**config.mk**
```make
export PLATFORM = sky130hd
export DESIGN_NAME = mips_multicycle_control_flat
export DESIGN_NICKNAME = d
export VERILOG_FILES = /design/src/rtl/mips_multicycle_control_if.sv /design/src/rtl/mips_multicycle_control.sv /design/src/flat_wrapper.sv
export SDC_FILE = /design/constraint.sdc
export NUM_CORES = 1
export LEC_CHECK = 0
export ABC_AREA = 1
export BUFFER_PORTS_ARGS = -buffer_cell sky130_fd_sc_hd__buf_2
export CELL_PAD_IN_SITES_DETAIL_PLACEMENT = 1
export CELL_PAD_IN_SITES_GLOBAL_PLACEMENT = 2
export CORE_ASPECT_RATIO = 1.4
export CORE_MARGIN = 5
export CORE_UTILIZATION = 20
export DETAILED_ROUTE_END_ITERATION = 12
export PLACE_DENSITY_LB_ADDON = 0.1
export SYNTH_ARGS = -nofsm -noshare
export SYNTH_HDL_FRONTEND = slang
export SYNTH_SLANG_ARGS = --single-unit
```
**constraint.sdc**
```tcl
create_clock -name Clk -period 1.7 [get_ports Clk]
set_clock_uncertainty 0.05 [all_clocks]
set_input_delay 0.255 -clock Clk [delete_from_list [all_inputs] [get_ports Clk]]
set_output_delay 0.255 -clock Clk [all_outputs]
set_load 0.1 [all_outputs]
```
**src/rtl/mips_multicycle_control_if.sv**
```systemverilog
// Control bundle between the multicycle MIPS controller and its datapath.
// master = controller side, slave = datapath side.
interface mips_multicycle_control_if;
   logic [5:0] Opcode;
   logic [5:0] Funct;
   logic       Zero;
   logic       Overflow;
   logic       PCWrite;
   logic       PCWriteCond;
   logic       BranchNE;
   logic       IorD;
   logic       wr;
   logic       MemtoReg;
   logic       IRWrite;
   logic       RegWrite;
   logic       RegDst;
   logic       RegReset;
   logic       ALUSrcA;
   logic [1:0] ALUSrcB;
   logic [1:0] ALUOp;
   logic [1:0] PCSource;
   logic       A_load;
   logic       B_load;
   logic       ALUOut_load;
   logic       MDR_load;
   logic       EPCWrite;
   logic [7:0] Estado;

   modport master (
      input  Opcode, Funct, Zero, Overflow,
      output PCWrite, PCWriteCond, BranchNE, IorD, wr,
      output MemtoReg, IRWrite, RegWrite, RegDst, RegReset,
      output ALUSrcA, ALUSrcB, ALUOp, PCSource,
      output A_load, B_load, ALUOut_load, MDR_load, EPCWrite,
      output Estado
   );

   modport slave (
      output Opcode, Funct, Zero, Overflow,
      input  PCWrite, PCWriteCond, BranchNE, IorD, wr,
      input  MemtoReg, IRWrite, RegWrite, RegDst, RegReset,
      input  ALUSrcA, ALUSrcB, ALUOp, PCSource,
      input  A_load, B_load, ALUOut_load, MDR_load, EPCWrite,
      input  Estado
   );
endinterface

```
**src/rtl/mips_multicycle_control.sv**
```systemverilog
// Moore control FSM for the multicycle MIPS datapath, with memory
// wait states and overflow / illegal-opcode traps.
module mips_multicycle_control #(
   parameter int MEM_WAIT = 1
) (
   input  logic Clk,
   input  logic reset,
   mips_multicycle_control_if.master bus
);
   typedef enum logic [3:0] {
      S_RESET  = 4'd0,
      S_FETCH  = 4'd1,
      S_DECODE = 4'd2,
      S_MEMADR = 4'd3,
      S_MEMRD  = 4'd4,
      S_MEMWB  = 4'd5,
      S_MEMWR  = 4'd6,
      S_REXEC  = 4'd7,
      S_RWB    = 4'd8,
      S_BRANCH = 4'd9,
      S_JUMP   = 4'd10,
      S_IEXEC  = 4'd11,
      S_IWB    = 4'd12,
      S_EXC    = 4'd13
   } state_t;

   localparam logic [3:0] WAIT_LAST = 4'(MEM_WAIT);

   state_t     state, state_n;
   logic [3:0] cnt, cnt_n;
   logic       ovf, ovf_n;
   logic       done;
   logic       arith_trap;
   logic       unused_zero;

   // Branch resolution (Zero ^ BranchNE) happens in the datapath.
   assign unused_zero = bus.Zero;
   assign done        = (cnt == WAIT_LAST);
   assign arith_trap  = (bus.Funct == 6'h20) || (bus.Funct == 6'h22);
   assign bus.Estado  = {4'b0000, state};

   always_ff @(posedge Clk or posedge reset) begin
      if (reset) begin
         state <= S_RESET;
         cnt   <= 4'd0;
         ovf   <= 1'b0;
      end else begin
         state <= state_n;
         cnt   <= cnt_n;
         ovf   <= ovf_n;
      end
   end

   always_comb begin
      state_n         = state;
      cnt_n           = cnt;
      ovf_n           = ovf;
      bus.PCWrite     = 1'b0;
      bus.PCWriteCond = 1'b0;
      bus.BranchNE    = 1'b0;
      bus.IorD        = 1'b0;
      bus.wr          = 1'b0;
      bus.MemtoReg    = 1'b0;
      bus.IRWrite     = 1'b0;
      bus.RegWrite    = 1'b0;
      bus.RegDst      = 1'b0;
      bus.RegReset    = 1'b0;
      bus.ALUSrcA     = 1'b0;
      bus.ALUSrcB     = 2'b00;
      bus.ALUOp       = 2'b00;
      bus.PCSource    = 2'b00;
      bus.A_load      = 1'b0;
      bus.B_load      = 1'b0;
      bus.ALUOut_load = 1'b0;
      bus.MDR_load    = 1'b0;
      bus.EPCWrite    = 1'b0;
      unique case (state)
         S_RESET: begin
            bus.RegReset = 1'b1;
            state_n      = S_FETCH;
         end
         S_FETCH: begin
            bus.ALUSrcB = 2'b01;
            if (done) begin
               bus.IRWrite = 1'b1;
               bus.PCWrite = 1'b1;
               cnt_n       = 4'd0;
               state_n     = S_DECODE;
            end else begin
               cnt_n = cnt + 4'd1;
            end
         end
         S_DECODE: begin
            bus.A_load      = 1'b1;
            bus.B_load      = 1'b1;
            bus.ALUSrcB     = 2'b11;
            bus.ALUOut_load = 1'b1;
            case (bus.Opcode)
               6'h00:        state_n = S_REXEC;
               6'h23, 6'h2B: state_n = S_MEMADR;
               6'h04, 6'h05: state_n = S_BRANCH;
               6'h02:        state_n = S_JUMP;
               6'h08:        state_n = S_IEXEC;
               default:      state_n = S_EXC;
            endcase
         end
         S_MEMADR: begin
            bus.ALUSrcA     = 1'b1;
            bus.ALUSrcB     = 2'b10;
            bus.ALUOut_load = 1'b1;
            state_n = (bus.Opcode == 6'h2B) ? S_MEMWR : S_MEMRD;
         end
         S_MEMRD: begin
            bus.IorD = 1'b1;
            if (done) begin
               bus.MDR_load = 1'b1;
               cnt_n        = 4'd0;
               state_n      = S_MEMWB;
            end else begin
               cnt_n = cnt + 4'd1;
            end
         end
         S_MEMWB: begin
            bus.MemtoReg = 1'b1;
            bus.RegWrite = 1'b1;
            state_n      = S_FETCH;
         end
         S_MEMWR: begin
            bus.IorD = 1'b1;
            bus.wr   = 1'b1;
            state_n  = S_FETCH;
         end
         S_REXEC: begin
            bus.ALUSrcA     = 1'b1;
            bus.ALUOp       = 2'b10;
            bus.ALUOut_load = 1'b1;
            ovf_n   = arith_trap & bus.Overflow;
            state_n = S_RWB;
         end
         S_IEXEC: begin
            bus.ALUSrcA     = 1'b1;
            bus.ALUSrcB     = 2'b10;
            bus.ALUOut_load = 1'b1;
            ovf_n   = bus.Overflow;
            state_n = S_IWB;
         end
         S_RWB, S_IWB: begin
            if (ovf) begin
               state_n = S_EXC;
            end else begin
               bus.RegWrite = 1'b1;
               bus.RegDst   = (state == S_RWB);
               state_n      = S_FETCH;
            end
         end
         S_BRANCH: begin
            bus.ALUSrcA     = 1'b1;
            bus.ALUOp       = 2'b01;
            bus.PCWriteCond = 1'b1;
            bus.PCSource    = 2'b01;
            bus.BranchNE    = (bus.Opcode == 6'h05);
            state_n         = S_FETCH;
         end
         S_JUMP: begin
            bus.PCWrite  = 1'b1;
            bus.PCSource = 2'b10;
            state_n      = S_FETCH;
         end
         S_EXC: begin
            bus.ALUSrcB  = 2'b01;
            bus.ALUOp    = 2'b01;
            bus.EPCWrite = 1'b1;
            bus.PCWrite  = 1'b1;
            bus.PCSource = 2'b11;
            ovf_n        = 1'b0;
            state_n      = S_FETCH;
         end
         default: state_n = S_RESET;
      endcase
   end
endmodule

```
**src/flat_wrapper.sv**
```systemverilog
// flat-port wrapper written by rule: the top's interface ports become plain ports
module mips_multicycle_control_flat 
#(
   parameter int MEM_WAIT = 1
)
  (Clk, reset, bus_Opcode, bus_Funct, bus_Zero, bus_Overflow, bus_PCWrite, bus_PCWriteCond, bus_BranchNE, bus_IorD, bus_wr, bus_MemtoReg, bus_IRWrite, bus_RegWrite, bus_RegDst, bus_RegReset, bus_ALUSrcA, bus_ALUSrcB, bus_ALUOp, bus_PCSource, bus_A_load, bus_B_load, bus_ALUOut_load, bus_MDR_load, bus_EPCWrite, bus_Estado);
  mips_multicycle_control_if bus_i ();
  input  logic Clk;
  input  logic reset;
  input wire logic [$bits(bus_i.Opcode)-1:0] bus_Opcode;
  input wire logic [$bits(bus_i.Funct)-1:0] bus_Funct;
  input wire logic [$bits(bus_i.Zero)-1:0] bus_Zero;
  input wire logic [$bits(bus_i.Overflow)-1:0] bus_Overflow;
  output wire logic [$bits(bus_i.PCWrite)-1:0] bus_PCWrite;
  output wire logic [$bits(bus_i.PCWriteCond)-1:0] bus_PCWriteCond;
  output wire logic [$bits(bus_i.BranchNE)-1:0] bus_BranchNE;
  output wire logic [$bits(bus_i.IorD)-1:0] bus_IorD;
  output wire logic [$bits(bus_i.wr)-1:0] bus_wr;
  output wire logic [$bits(bus_i.MemtoReg)-1:0] bus_MemtoReg;
  output wire logic [$bits(bus_i.IRWrite)-1:0] bus_IRWrite;
  output wire logic [$bits(bus_i.RegWrite)-1:0] bus_RegWrite;
  output wire logic [$bits(bus_i.RegDst)-1:0] bus_RegDst;
  output wire logic [$bits(bus_i.RegReset)-1:0] bus_RegReset;
  output wire logic [$bits(bus_i.ALUSrcA)-1:0] bus_ALUSrcA;
  output wire logic [$bits(bus_i.ALUSrcB)-1:0] bus_ALUSrcB;
  output wire logic [$bits(bus_i.ALUOp)-1:0] bus_ALUOp;
  output wire logic [$bits(bus_i.PCSource)-1:0] bus_PCSource;
  output wire logic [$bits(bus_i.A_load)-1:0] bus_A_load;
  output wire logic [$bits(bus_i.B_load)-1:0] bus_B_load;
  output wire logic [$bits(bus_i.ALUOut_load)-1:0] bus_ALUOut_load;
  output wire logic [$bits(bus_i.MDR_load)-1:0] bus_MDR_load;
  output wire logic [$bits(bus_i.EPCWrite)-1:0] bus_EPCWrite;
  output wire logic [$bits(bus_i.Estado)-1:0] bus_Estado;
  assign bus_i.Opcode = bus_Opcode;
  assign bus_i.Funct = bus_Funct;
  assign bus_i.Zero = bus_Zero;
  assign bus_i.Overflow = bus_Overflow;
  assign bus_PCWrite = bus_i.PCWrite;
  assign bus_PCWriteCond = bus_i.PCWriteCond;
  assign bus_BranchNE = bus_i.BranchNE;
  assign bus_IorD = bus_i.IorD;
  assign bus_wr = bus_i.wr;
  assign bus_MemtoReg = bus_i.MemtoReg;
  assign bus_IRWrite = bus_i.IRWrite;
  assign bus_RegWrite = bus_i.RegWrite;
  assign bus_RegDst = bus_i.RegDst;
  assign bus_RegReset = bus_i.RegReset;
  assign bus_ALUSrcA = bus_i.ALUSrcA;
  assign bus_ALUSrcB = bus_i.ALUSrcB;
  assign bus_ALUOp = bus_i.ALUOp;
  assign bus_PCSource = bus_i.PCSource;
  assign bus_A_load = bus_i.A_load;
  assign bus_B_load = bus_i.B_load;
  assign bus_ALUOut_load = bus_i.ALUOut_load;
  assign bus_MDR_load = bus_i.MDR_load;
  assign bus_EPCWrite = bus_i.EPCWrite;
  assign bus_Estado = bus_i.Estado;
  mips_multicycle_control #(.MEM_WAIT(MEM_WAIT)) u_core (.Clk(Clk), .reset(reset), .bus(bus_i));
endmodule
```
==> run_results.csv, run 1 <==
group,metric,value,unit
critical_path,cp_num_buf_inv,2,
clock_tree,cts_buffers,3,
timing,min_period,1.907,ns
logic_synthesis,synthCells,132,
logic_synthesis,synth_xor_xnor_area_share,2.160,%
clock_tree,cts.sinks,9,
critical_path,cp_num_cells,6,
placed_design,gp_congestion,0.8061,
timing,drv_slew,0,
timing,rsz0062_at_grt,"yes",
grt,grt_pass1_wl,6.003,mm
final_layout,nFillCells,469,
drt,vias_per_cell,4.433,
timing,post-route-period-util,112.1,%
timing,fin_ws,-0.2065,ns
logic_synthesis,synth_fa_ha_area_share,0,%
clock_tree,htree_levels,1,
clock_tree,cts_buffer_depth,2,
clock_tree,clock_latency,0.23,ns
logic_synthesis,synthSimpleGateAreaFrac,45.99,%
die,fp.dieH,85.34,µm
grt,grt.met1_usage,13.10,%
placed_design,dp_cells,237,
clock_tree,cts_root_buf,"clkbuf_8",
logic_synthesis,syn_area,810.8,µm²
grt,grt_max_degree,10,
status,outcome,"finished with violations",
drt,vias,1157,
logic_synthesis,ys_seq_area_share,27.78,%
die,ios,46,
final_layout,syn_to_final_growth,165.4,%
drt,wl,3.764,mm
critical_path,slowest_delay,0.52,ns
grt,antenna_found_initial,0,
critical_path,crit_chain,"buf_6 -> nor2_4 -> nand2_4 -> nor2_4 -> or2_4 -> buf_12",
timing,hold_viol,0,
status,violations,"negative setup slack",
drt,wire_per_inst,14.42,µm
die,die_width,63.81,µm
critical_path,crit_family,"simple AND/OR/NAND/NOR gates",
critical_path,reg2reg_depth,10,
logic_synthesis,yosysUniqueCellTypes,25,
drt,final_antenna_net_count,0,
logic_synthesis,ys_warn_count,0,
placed_design,hpwlAfterDp,2.984,mm
clock_tree,path_clk_slew,0.04,ns
grt,grtUsageTotal,13.77,%
critical_path,required,1.39,ns
final_layout,drive_gt1_share,67.43,%
logic_synthesis,avgSynthCellArea,6.142,µm²
critical_path,crit_slowest_cell,"dfrtp_4",
critical_path,criticalPathCategory,"reg2out",
grt,grt.busiest_layer,"met2",
critical_path,crit_top_cell,"nor2_4",
logic_synthesis,netlist_top_cells_area,"dfrtp_1 28%, nand2_1 13%, nor2_1 13%, inv_1 7.4%, nand3_1 4.9%",
critical_path,crit_fanout,5,
drt,drt-initial-drc-count,17,
drt,drcViolationCount,0,
die,coreArea,3919,µm²
placed_design,io_buffers,39,
clock_tree,cts_tree,"done",
grt,grt_pass1_vias,1275,
final_layout,nets,235,
grt,overflow,0,
min_path,hold_path_depth,3,
logic_synthesis,synth_compound_area_share,8.796,%
grt,met2_usage,29.64,%
critical_path,arrival,1.60,ns
logic_synthesis,synth_top_area_share,27.78,%
logic_synthesis,netlist.top_cell.by_area,"dfrtp_1",
timing,setup_viol,23,
grt,met3_usage,1.854,%
die,die_area,5445,µm²
min_path,hp-class,"in2reg",
final_layout,fin_cells,261,
critical_path,startpoint_type,"flop",
die,start_util,20.69,%
timing,fmax,524.5,MHz
logic_synthesis,ys_ff_latch,9,
logic_synthesis,synth_top_family_by_area,"simple AND/OR/NAND/NOR gates",
drt,first_pass_iters,4,
final_layout,num_antenna_cells,0,
critical_path,end_kind,"output pin",
run,maxCapViolCount,0,
die,row_count,27,
logic_synthesis,synth.area.mux_share,0,%
## layout by cell type (no fill, tap or decap), drive strengths merged, types with 2 or more instances in the layout
cell type / instances
nor2: 33
dfrtp: 9
a31oi: 2
or2: 2
xor2: 2
o21ai: 6
clkinvlp: 4
nand3: 9
conb: 4
nand2: 31
nand4: 2
inv: 18
nor3: 3
buf: 83
clkbuf: 4
## layer usage
metal,vias up,part of all wire [%]
met5,-,0
met4,0,0.90
met3,4,3.4
met2,27,64
met1,551,32
li1,575,-
## worst paths after layout
| kind | from | endpoint | slack, ns |
|---|---|---|---|
| max | u_core.state[1] | bus_PCWrite | -0.21 |
| min | bus_Overflow | u_core.ovf | 0.24 |
| max reg2reg | u_core.state[1] | u_core.cnt[1] | -0.04 |
| min reg2reg | u_core.cnt[3] | u_core.cnt[3] | 0.47 |
| max in group asynchronous | reset | u_core.state[1] | 0.83 |
| min in group asynchronous | reset | u_core.cnt[0] | 0.49 |
## tightest hold or removal path: cells and delay by family
| kind | cells | cell delay [ns] |
|---|---|---|
| buffers and inverters | 1 | 0.09 |
| and+or+nand+nor | 1 | 0.05 |
| AOI/OAI and AO/OA | 1 | 0.07 |
## cell usage after synthesis
master and count:
nand2_1 27, nor2_1 27, inv_1 16, dfrtp_1 9
nand3_1 8, inv_2 6, buf_4 5, nor2_2 5
o21ai_1 4, nand2_2 3, nor3_1 3, a31oi_1 2
nand4_1 2, o21ai_0 2, or2_1 2, xor2_1 2
a21oi_1 1, conb_1 1, nand2_4 1, nand3_2 1
nor2_4 1, nor3b_1 1, o211ai_1 1, o21bai_1 1
o2bb2ai_1 1
## cell families after synthesis
group	count (synthesis)
AND/OR/NAND/NOR	81
buffers and inverters	27
AO/OA/AOI/OAI	12
flip-flops	9
XOR/XNOR	2
other	1
## per-stage QoR
step / hold slack [ns] / util, % / setup slack, ns / area (µm²) / setup TNS (ns)
after floorplan: 0.03300 / - / -0.9144 / 1016 / -8.167
after global placement: 0.1702 / 44.86 / -0.03879 / 1758 / -0.06982
after detailed placement: 0.1819 / 44.86 / -0.06722 / 1758 / -0.1198
after CTS: 0.2455 / 51.66 / -0.2154 / 2024 / -2.081
after global routing: 0.2580 / 54.92 / -0.2569 / 2152 / -3.907
final: 0.2439 / 54.92 / -0.2065 / 2152 / -2.604
## layout make-up
type	instances	area [µm²]	area share [%]
repair buffers	84	963.4	44.77
multi-input cells	99	734.5	34.13
flip-flops and latches	9	240.2	11.16
inverters	22	115.1	5.349
well taps	43	53.80	2.500
clock buffers	4	45.04	2.093
## registers in the layout, summed over array words and instances (netlist names)
| register | flops |
|---|---|
| u_core.cnt | 4 |
| u_core.state | 4 |
| u_core.ovf | 1 |
## what timing repair did
| action | in CTS | in global routing |
|---|---|---|
| endpoints found under the setup margin | 20 | 25 |
| hold buffers | 1 | 0 |
| gates resized for setup | 35 | 15 |
| pin swaps | 15 | 11 |
| endpoints found under the hold margin | 9 | 0 |
| setup buffers | 12 | 11 |
Power of run 1 is not shown: default switching activity piles up to over one toggle a cycle in this logic, so the estimate is an artifact.
==> run 2: changes to the inputs <==
--- a/config.mk
+++ b/config.mk
@@ -7,13 +7,11 @@
 export LEC_CHECK = 0
 export ABC_AREA = 1
 export BUFFER_PORTS_ARGS = -buffer_cell sky130_fd_sc_hd__buf_2
-export CELL_PAD_IN_SITES_DETAIL_PLACEMENT = 1
-export CELL_PAD_IN_SITES_GLOBAL_PLACEMENT = 2
 export CORE_ASPECT_RATIO = 1.4
 export CORE_MARGIN = 5
-export CORE_UTILIZATION = 20
+export CORE_UTILIZATION = 43
 export DETAILED_ROUTE_END_ITERATION = 12
-export PLACE_DENSITY_LB_ADDON = 0.1
+export PLACE_DENSITY_LB_ADDON = 0.05
 export SYNTH_ARGS = -nofsm -noshare
 export SYNTH_HDL_FRONTEND = slang
 export SYNTH_SLANG_ARGS = --single-unit
==> run 2 against run 1 <==
Compared with the run above:
- the flow now stops in clock tree synthesis
- synthesized cell count unchanged
- synthesized area unchanged
==> run_results.csv, run 2 <==
group,metric,value,unit
status,outcome,"aborted with a tool error",
status,failing_step,"clock tree synthesis",
status,error_message,"[ERROR DPL-0038] Utilization greater than 100%, impossible to legalize",
logic_synthesis,netlist.top_cell.by_area,"dfrtp_1",
clock_tree,cts_resized,32,
logic_synthesis,synth_top_area_share,27.78,%
clock_tree,cts_buffers,3,
logic_synthesis,netlist_top_cells_area,"dfrtp_1 28%, nand2_1 13%, nor2_1 13%, inv_1 7.4%, nand3_1 4.9%",
logic_synthesis,synth_edf_count,0,
logic_synthesis,synth_ff_type,"dfrtp_1",
logic_synthesis,syn_area,810.8,µm²
clock_tree,cts_hold_buf,1,
logic_synthesis,ys_warn_count,0,
clock_tree,cts_root_buf,"clkbuf_4",
placed_design,dpl_cell_area,1684,µm²
logic_synthesis,synthCells,132,
logic_synthesis,ys_ff_latch,9,
clock_tree,htree_levels,1,
clock_tree,cts_buffer_depth,2,
clock_tree,post-cts-setup-buffer-count,15,
logic_synthesis,synthArstFlopShare,100.0,%
logic_synthesis,ys_seq_area_share,27.78,%
die,row_count,18,
clock_tree,cts.sinks,9,
placed_design,io_buffers,39,
logic_synthesis,yosysUniqueCellTypes,25,
die,die_width,46.70,µm
die,start_util,45.57,%
placed_design,gp_congestion,0.8410,
logic_synthesis,avgSynthCellArea,6.142,µm²
placed_design,hpwlAfterDp,3.050,mm
placed_design,place_ws,-0.02953,ns
logic_synthesis,synth_common_cells,"27 x nand2_1, 27 x nor2_1, 16 x inv_1",
die,ios,46,
die,fp.dieH,61.38,µm
## run 2: cell counts after synthesis
Identical to the previous run, type by type.
## run 2: kinds of logic after synthesis
| family | Yosys count | synth area share [%] |
|---|---|---|
| xor gates and xnor gates | 2 | 2.161 |
| buffers and inverters | 27 | 14.82 |
| AOI/OAI and AO/OA | 12 | 8.796 |
| other | 1 | 0.4625 |
| and+or+nand+nor | 81 | 45.99 |
| DFF | 9 | 27.78 |
## run 2: through the flow
| step | TNS, ns | util (%) | hold WS, ns | instances |
|---|---|---|---|---|
| after detailed placement | -0.07776 | 94.66 | 0.1874 | 208 |
| after global placement | 0 | 94.66 | 0.1640 | 208 |
| after floorplan | -8.167 | - | 0.03300 | 135 |
==> run 3: changes to the inputs <==
--- a/config.mk
+++ b/config.mk
@@ -7,11 +7,10 @@
 export LEC_CHECK = 0
 export ABC_AREA = 1
 export BUFFER_PORTS_ARGS = -buffer_cell sky130_fd_sc_hd__buf_2
-export CORE_ASPECT_RATIO = 1.4
-export CORE_MARGIN = 5
-export CORE_UTILIZATION = 43
+export CORE_AREA = 5 5 66 68
 export DETAILED_ROUTE_END_ITERATION = 12
-export PLACE_DENSITY_LB_ADDON = 0.05
+export DIE_AREA = 0 0 71 73
+export PLACE_DENSITY_LB_ADDON = 0.15
 export SYNTH_ARGS = -nofsm -noshare
 export SYNTH_HDL_FRONTEND = slang
 export SYNTH_SLANG_ARGS = --single-unit
==> run 3 against run 2 <==
Compared with the run above:
- the flow now finishes, with violations (negative setup slack)
==> run_results.csv, run 3 (synthesis results as in run 1) <==
group,metric,value,unit
status,outcome,"finished with violations",
status,violations,"negative setup slack",
die,die_width,71,µm
grt,grt_max_degree,10,
final_layout,finalCoreUtilization,56.29,%
final_layout,seq_area,240.2,µm²
final_layout,final_cell_mix,"26 x buf_4, 22 x buf_12, 18 x buf_6",
critical_path,crit_slowest_cell,"dfrtp_4",
drt,wl,3.475,mm
timing,hold_viol,0,
min_path,hp-class,"in2reg",
grt,grt_pass1_wl,5.761,mm
run,maxCapViolCount,0,
final_layout,nFillCells,332,
critical_path,crit_chain,"nand2_4 -> nor2_2 -> nor2_4 -> nand2_8 -> or2_4 -> buf_12",
die,row_count,23,
drt,vias_per_cell,4.302,
drt,first_pass_iters,4,
critical_path,startpoint_type,"flop",
critical_path,crit_family,"simple AND/OR/NAND/NOR gates",
placed_design,hpwlAfterDp,2.547,mm
placed_design,io_buffers,39,
critical_path,slowest_delay,0.53,ns
grt,grt_pass1_vias,1267,
final_layout,num_antenna_cells,0,
grt,antenna_found_initial,0,
critical_path,required,1.39,ns
timing,fin_ws,-0.1692,ns
grt,overflow,0,
clock_tree,cts.sinks,9,
drt,wire_per_inst,12.97,µm
die,ios,46,
drt,final_antenna_net_count,0,
timing,setup_viol,20,
timing,min_period,1.869,ns
clock_tree,clock_latency,0.23,ns
clock_tree,htree_levels,1,
final_layout,syn_to_final_growth,163.7,%
clock_tree,cts_tree,"done",
die,start_util,21.34,%
timing,rsz0062_at_grt,"yes",
final_layout,nets,235,
clock_tree,cts_buffers,3,
timing,post-route-period-util,110.0,%
critical_path,criticalPathCategory,"reg2out",
final_layout,drive_gt1_share,66.51,%
die,fp.dieH,73,µm
grt,grtUsageTotal,13.73,%
critical_path,cp_num_buf_inv,1,
die,die_area,5183,µm²
final_layout,stdcell_area,2138,µm²
critical_path,end_kind,"output pin",
drt,drcViolationCount,0,
drt,vias,1153,
clock_tree,path_clk_slew,0.04,ns
final_layout,largestRegisters,"u_core.cnt x4, u_core.state x4, u_core.ovf x1",
final_layout,multi_input_area,744.5,µm²
timing,holdWs,0.2282,ns
placed_design,gp_congestion,0.8196,
timing,drv_slew,0,
timing,fmax,535.0,MHz
final_layout,layout_commonest_cell,"buf_4",
drt,drt-initial-drc-count,39,
critical_path,crit_fanout,5,
placed_design,dpl_cell_area,1719,µm²
clock_tree,cts_root_buf,"clkbuf_8",
timing,finalSetupTns,-1.712,ns
critical_path,arrival,1.56,ns
clock_tree,cts_buffer_depth,2,
die,coreArea,3799,µm²
## run 3: cell type report
cell class	count	area share [%]
Multi-Input combinational cell	99	34.82
Clock buffer	4	2.106
Timing Repair Buffer	84	43.77
Tap cell	50	2.926
Sequential cell	9	11.23
Inverter	22	5.149
## run 3: timing repair
| item | CTS | global route |
|---|---|---|
| setup endpoints to repair | 21 | 25 |
| buffers inserted | 16 | 8 |
| hold buffers | 1 | 0 |
| endpoints found under the hold margin | 9 | 0 |
| pin swaps | 15 | 10 |
| gates resized for setup | 46 | 5 |
## run 3: worst paths after layout
path,slack [ns],start,cells after the start,end
max in group asynchronous,0.85,reset,3,u_core.state[2]
max reg2reg,-0.01,u_core.state[1],9,u_core.state[0]
min in group asynchronous,0.47,reset,3,u_core.cnt[1]
max,-0.17,u_core.state[1],6,bus_ALUOut_load
min reg2reg,0.41,u_core.cnt[3],1,u_core.cnt[3]
min,0.23,bus_Overflow,3,u_core.ovf
## run 3: layer usage
| layer | global-route usage, % | share of wire, % | wire [µm] |
|---|---|---|---|
| met3 | 2.342 | 4.4 | 153 |
| met5 | 0 | 0 | 0 |
| met2 | 28.84 | 59 | 2057 |
| met4 | 3.758 | 1.1 | 39 |
| met1 | 13.51 | 35 | 1225 |
## run 3: worst register-to-register path, stage by stage (launching register included)
cell and delay [ns]:
dfrtp_4 0.53, buf_6 0.14, nor2_4 0.17, nand2_2 0.11, buf_4 0.17, nand2_4 0.09, nand2_1 0.08, o21ai_2 0.07
o21bai_1 0.13, nand2_1 0.06
## run 3: through the flow
step           setup WS (ns)  instances
6_report             -0.1692        268
5_1_grt              -0.2164        268
4_1_cts              -0.1895        260
3_5_place_dp        -0.02225        241
3_3_place_gp        -0.02209        241
2_1_floorplan        -0.9144        135
Power of run 3 is left out for the same reason.
